==> config.mk <==
export PLATFORM = sky130hd
export DESIGN_NAME = int_event_fifo_sequencer
export DESIGN_NICKNAME = d
export VERILOG_FILES = /design/src/rtl/int_event_fifo_sequencer_pkg.sv /design/src/rtl/int_event_fifo_sequencer_rr.sv /design/src/rtl/int_event_fifo_sequencer.sv
export SDC_FILE = /design/constraint.sdc
export NUM_CORES = 1
export LEC_CHECK = 0
export ABC_AREA = 1
export BUFFER_PORTS_ARGS = -buffer_cell sky130_fd_sc_hd__buf_4
export CORE_ASPECT_RATIO = 0.6
export CORE_MARGIN = 3
export CORE_UTILIZATION = 39
export DETAILED_ROUTE_END_ITERATION = 7
export PLACE_DENSITY = 0.77
export RECOVER_POWER = 25
export SKIP_LAST_GASP = 1
export SYNTH_ARGS = -nofsm -noshare
export SYNTH_HDL_FRONTEND = slang
export SYNTH_SLANG_ARGS = --single-unit
==> constraint.sdc <==
create_clock -name clock -period 2.3 [get_ports clock]
set_clock_uncertainty 0.1 [all_clocks]
set_input_delay 0.115 -clock clock [delete_from_list [all_inputs] [get_ports clock]]
set_output_delay 0.115 -clock clock [all_outputs]
set_load 0.03 [all_outputs]
==> src/rtl/int_event_fifo_sequencer_pkg.sv <==
// Shared definitions for the interrupt-event FIFO sequencer.
// Holds the width helper used for source-id sizing and the read-side FSM encodings.
// No logic lives here; every sequencer file imports this package.
package int_event_fifo_sequencer_pkg;

   // Ceiling log2 for constant width sizing (value >= 2 in practice).
   function automatic int clog2(input int value);
      int r;
      r = 0;
      for (int i = 0; i < 31; i++) begin
         if ((1 << i) < value) begin
            r = i + 1;
         end
      end
      return r;
   endfunction

   // Read-side sequencer states.
   typedef enum logic [1:0] {
      ST_IDLE = 2'd0,
      ST_POP  = 2'd1,
      ST_CAPT = 2'd2,
      ST_HOLD = 2'd3
   } rd_state_t;

endpackage

==> src/rtl/int_event_fifo_sequencer_rr.sv <==
// Round-robin arbiter for the event write side, with its own rotating pointer.
// Latency: grant is combinational (zero cycles); pointer moves on the clock after a grant.
// Backpressure: i_en low suppresses every grant and freezes the pointer.
// Ports: clock/resetn; i_req request vector; i_en grant enable;
//        o_grant one-hot grant; o_winner encoded winner; o_any any grant issued.
module int_event_rr_arbiter
   import int_event_fifo_sequencer_pkg::*;
#(
   parameter int  NUM_REQ   = 4,
   localparam int SRC_WIDTH = clog2(NUM_REQ)
) (
   input  logic                 clock,
   input  logic                 resetn,
   input  logic [NUM_REQ-1:0]   i_req,
   input  logic                 i_en,
   output logic [NUM_REQ-1:0]   o_grant,
   output logic [SRC_WIDTH-1:0] o_winner,
   output logic                 o_any
);

   localparam int SW1 = SRC_WIDTH + 1;

   logic [SRC_WIDTH-1:0] r_rr_ptr;
   logic [SW1-1:0]       w_sum;
   logic [SRC_WIDTH-1:0] w_idx;
   logic                 w_found;

   // Scan starting at the pointer; the extra sum bit lets the wrap work for
   // requester counts that are not a power of two.
   always_comb begin
      w_sum    = '0;
      w_idx    = '0;
      w_found  = 1'b0;
      o_winner = '0;
      o_grant  = '0;
      for (int k = 0; k < NUM_REQ; k++) begin
         w_sum = {1'b0, r_rr_ptr} + SW1'(k);
         if (w_sum >= SW1'(NUM_REQ)) begin
            w_sum = w_sum - SW1'(NUM_REQ);
         end
         w_idx = w_sum[SRC_WIDTH-1:0];
         if (!w_found && i_req[w_idx]) begin
            w_found  = 1'b1;
            o_winner = w_idx;
         end
      end
      o_any = w_found & i_en;
      if (o_any) begin
         o_grant[o_winner] = 1'b1;
      end
   end

   // Next search starts just past the last winner.
   always_ff @(posedge clock or negedge resetn) begin
      if (!resetn) begin
         r_rr_ptr <= '0;
      end else if (o_any) begin
         if (o_winner == SRC_WIDTH'(NUM_REQ - 1)) begin
            r_rr_ptr <= '0;
         end else begin
            r_rr_ptr <= o_winner + 1'b1;
         end
      end
   end

endmodule

==> src/rtl/int_event_fifo_sequencer.sv <==
// Interrupt-event FIFO sequencer: arbitrates event writers into the FIFO and pops entries into a held irq.
// Latency: write accept is combinational; a pop shows on irq two cycles after fifoRdEn.
// Backpressure: fifoFull blocks all writes; a pending irq blocks further pops until irqAck.
// Ports: clock/resetn; reqValid/reqData/reqReady event sources; fifoWrEn/fifoWrData/fifoFull write side;
//        fifoRdEn/fifoRdData/fifoEmpty read side; irq/irqSrc/irqData/irqAck interrupt presentation.
module int_event_fifo_sequencer
   import int_event_fifo_sequencer_pkg::*;
#(
   parameter int  NUM_REQ    = 4,
   parameter int  EVT_WIDTH  = 8,
   localparam int SRC_WIDTH  = clog2(NUM_REQ),
   localparam int FIFO_WIDTH = SRC_WIDTH + EVT_WIDTH
) (
   input  logic                         clock,
   input  logic                         resetn,
   input  logic [NUM_REQ-1:0]           reqValid,
   input  logic [NUM_REQ*EVT_WIDTH-1:0] reqData,
   output logic [NUM_REQ-1:0]           reqReady,
   output logic                         fifoWrEn,
   output logic [FIFO_WIDTH-1:0]        fifoWrData,
   input  logic                         fifoFull,
   output logic                         fifoRdEn,
   input  logic [FIFO_WIDTH-1:0]        fifoRdData,
   input  logic                         fifoEmpty,
   output logic                         irq,
   output logic [SRC_WIDTH-1:0]         irqSrc,
   output logic [EVT_WIDTH-1:0]         irqData,
   input  logic                         irqAck
);

   // ---------------- write side ----------------
   logic                 w_wr_en;
   logic [NUM_REQ-1:0]   w_grant;
   logic [SRC_WIDTH-1:0] w_winner;
   logic                 w_any;
   logic [EVT_WIDTH-1:0] w_payload;

   // Full is treated conservatively: a pop in the same cycle does not free a slot.
   // Reset also blocks grants so nothing is accepted while the FIFO is clearing.
   assign w_wr_en = resetn & ~fifoFull;

   int_event_rr_arbiter #(
      .NUM_REQ (NUM_REQ)
   ) u_arb (
      .clock    (clock),
      .resetn   (resetn),
      .i_req    (reqValid),
      .i_en     (w_wr_en),
      .o_grant  (w_grant),
      .o_winner (w_winner),
      .o_any    (w_any)
   );

   always_comb begin
      w_payload = '0;
      for (int i = 0; i < NUM_REQ; i++) begin
         if (w_winner == SRC_WIDTH'(i)) begin
            w_payload = reqData[i*EVT_WIDTH +: EVT_WIDTH];
         end
      end
   end

   assign reqReady   = w_grant;
   assign fifoWrEn   = w_any;
   assign fifoWrData = {w_winner, w_payload};

   // ---------------- read side ----------------
   rd_state_t            r_state;
   rd_state_t            w_state_nxt;
   logic                 w_rd_en;
   logic                 w_capt;
   logic                 w_clr;
   logic                 r_irq;
   logic [SRC_WIDTH-1:0] r_irq_src;
   logic [EVT_WIDTH-1:0] r_irq_data;

   always_ff @(posedge clock or negedge resetn) begin
      if (!resetn) begin
         r_state <= ST_IDLE;
      end else begin
         r_state <= w_state_nxt;
      end
   end

   always_comb begin
      w_state_nxt = r_state;
      w_rd_en     = 1'b0;
      w_capt      = 1'b0;
      w_clr       = 1'b0;
      case (r_state)
         ST_IDLE: begin
            if (!fifoEmpty && !r_irq) begin
               w_state_nxt = ST_POP;
            end
         end
         ST_POP: begin
            w_rd_en     = 1'b1;
            w_state_nxt = ST_CAPT;
         end
         ST_CAPT: begin
            // Synchronous-read data is valid now, one cycle after the strobe.
            w_capt      = 1'b1;
            w_state_nxt = ST_HOLD;
         end
         ST_HOLD: begin
            if (irqAck) begin
               w_clr       = 1'b1;
               w_state_nxt = ST_IDLE;
            end
         end
         default: begin
            w_state_nxt = ST_IDLE;
         end
      endcase
   end

   always_ff @(posedge clock or negedge resetn) begin
      if (!resetn) begin
         r_irq      <= 1'b0;
         r_irq_src  <= '0;
         r_irq_data <= '0;
      end else if (w_capt) begin
         r_irq      <= 1'b1;
         r_irq_src  <= fifoRdData[FIFO_WIDTH-1 -: SRC_WIDTH];
         r_irq_data <= fifoRdData[EVT_WIDTH-1:0];
      end else if (w_clr) begin
         r_irq      <= 1'b0;
      end
   end

   assign fifoRdEn = w_rd_en;
   assign irq      = r_irq;
   assign irqSrc   = r_irq_src;
   assign irqData  = r_irq_data;

endmodule

==> run metrics <==
synth cell count leaders 95 x nand2_1, 22 x o21ai_0, 20 x inv_1; Fillers 170; Synth Cell Area 1260 µm²; H-tree Lvls 1; Slew HR 47.4%; syn nets 262; GRT Total Usage 23.5%; Yosys top cell area share 29.9%; # clock sinks 15; vias per std cell 5.06; Die Ht 50.0 µm; cell taking the most area after synthesis dfrtp_1; CTS buffer count 3; failing checks setup timing; Primary FF master, synth dfrtp_1; clk_lat worst skew 240 ps; Crit Path Class flop to primary output; total number of vias 1843; initial antenna violation count 0; initial DRC count 103; CTS Buffer Depth 2; Die Wd 79.3 µm; Final Cycle Share 125%; count leader, synth nand2_1; utilization after layout 86.7%; Final Critical Period 2880 ps; Clock Tree Root clkbuf_8; vias in the first global route 1675; RSZ-0062 raised after global routing true; Seq/Total Area, Yosys 29.9%; Port Buffers 77; Ys Warns 0; ant diodes 0; share of cells above drive strength 1 51.2%; Avg WL per Cell 15.0 µm; Layout Nets 383; dpl hpwl 3260 µm; Area Growth Syn to Fin 104%; Syn Inst Count 202; Area contributors post-synth dfrtp_1 30%, nand2_1 28%, ha_1 9.0%, o21ai_0 8.8%, inv_1 6.0%; Clock transition at path regs 60 ps; DRT antenna net count 0; Critical Path RT 2090 ps; num rows 15; Initial Utilization 42.4%; drt pass-1 iters 4; syn avg cell area 6.23 µm²; routability cong. 0.824; max-cap check violation count 0; post-route setup TNS -5160 ps; CP Max Fanout 8; worst hold slack 15.8 ps; EDFF count, synth 0; GR Overflow Total 0; final hold viol count 0; first-pass GRT wire length 7430 µm; CTS tree yes; IO Count 78; Worst setup SP type flop; detailed-route DRC error count 0; Max Slew Vio Count 0; total wire length 5450 µm; Yosys reg bits 15; Worst EP arrival 2660 ps; synth unique cells 17; core area 2970 µm²; final setup fails 12; die area 3960 µm²; Achievable Freq 0.348 GHz; fin worst setup slack -576 ps; largest net degree at the start of global routing 17; Slew @ Worst Pin 789 ps; async set-reset flop share out of synthesis 100%; Crit. End Element primary output; Hold WC Path Type primary input to flop; status finished with violations
path summary, 6_finish.rpt:
kind,start,cells past startpoint,slack (ps),to
worst min-delay path,irqAck,4,20,irq$_DFFE_PN0P_
worst min register to register,irqSrc[0]$_DFFE_PN0P_,2,380,irqSrc[0]$_DFFE_PN0P_
worst max-delay path,u_arb.r_rr_ptr[0]$_DFFE_PN0P_,16,-580,fifoWrData[5]
worst max register to register,u_arb.r_rr_ptr[0]$_DFFE_PN0P_,13,120,u_arb.r_rr_ptr[1]$_DFFE_PN0P_
max in group asynchronous,resetn,2,1190,u_arb.r_rr_ptr[1]$_DFFE_PN0P_
min in group asynchronous,resetn,2,360,irqData[6]$_DFFE_PN0P_
kinds of logic after synthesis:
logic type,count (synthesis),share of synthesized area [%]
compound gates,32,12.7
fa+ha+maj,9,8.96
buf+inv,27,8.66
flops,15,29.9
simple gates,119,39.8
final cells by class:
cell class	instances	area [µm²]	share of cell area, %
clock buffers	3	41.3	1.61
clock inverters	1	5.00	0.195
inverters	21	98.8	3.85
multi-input cells	160	1000	38.9
flip-flops and latches	15	378	14.7
well taps	42	52.6	2.04
repair buffers	121	986	38.4
repair inverters	1	8.76	0.341
registers in the layout, summed over array words and instances (netlist names):
register / count
irqData: 8
irqSrc: 2
r_state: 2
u_arb.r_rr_ptr: 2
irq: 1
timing repair:
action,in CTS,in global routing
hold buffers,11,0
setup buffers,11,3
setup endpoints to repair,12,13
pin swaps,18,14
gates resized for setup,36,24
endpoints found under the hold margin,25,0
cloned,1,0
per-layer routing:
layer | GRT usage (%) | wire length [µm] | vias up
li1 | - | - | 876
met5 | 0 | 0 | -
met2 | 42.7 | 2660 | 122
met3 | 4.56 | 535 | 25
met4 | 6.86 | 166 | 0
met1 | 28.1 | 2080 | 820
through the flow:
step / area [µm²] / instances / worst slack [ps]
final: 2570 / 364 / -576
after global routing: 2570 / 364 / -747
after CTS: 2470 / 361 / -359
after detailed placement: 2100 / 334 / -293
after global placement: 2100 / 334 / -182
after floorplan: 1370 / 202 / -101
cells in the final DEF (no fill, tap or decap), types with 3 or more instances in the layout:
master / count
buf_4: 93
nand2_1: 83
inv_1: 15
buf_6: 15
dfrtp_1: 13
o21ai_2: 11
dlygate4sd3_1: 11
a21oi_1: 9
nand2_4: 8
o21ai_1: 8
nand2_2: 8
ha_1: 5
nand3_2: 4
nor2_4: 4
nand3_1: 4
nor2_1: 4
ha_4: 4
clkbuf_8: 3
worst max-delay path: stages, from the launching register on:
cell and delay (ps):
dfrtp_2 460, nand2_1 90, o21ai_1 80, buf_4 160, nand2_2 80, nand2_4 60
nor2_4 180, nand4_1 170, nand2_4 160, ha_4 150, inv_4 40, nor2_4 220
nand2_1 120, nand2_1 90, o21ai_2 60, o21ai_2 140, buf_6 150
Power is left out: the tool's default activity adds up to more than one toggle a clock period on the data nets, which glitch-free logic cannot reach.
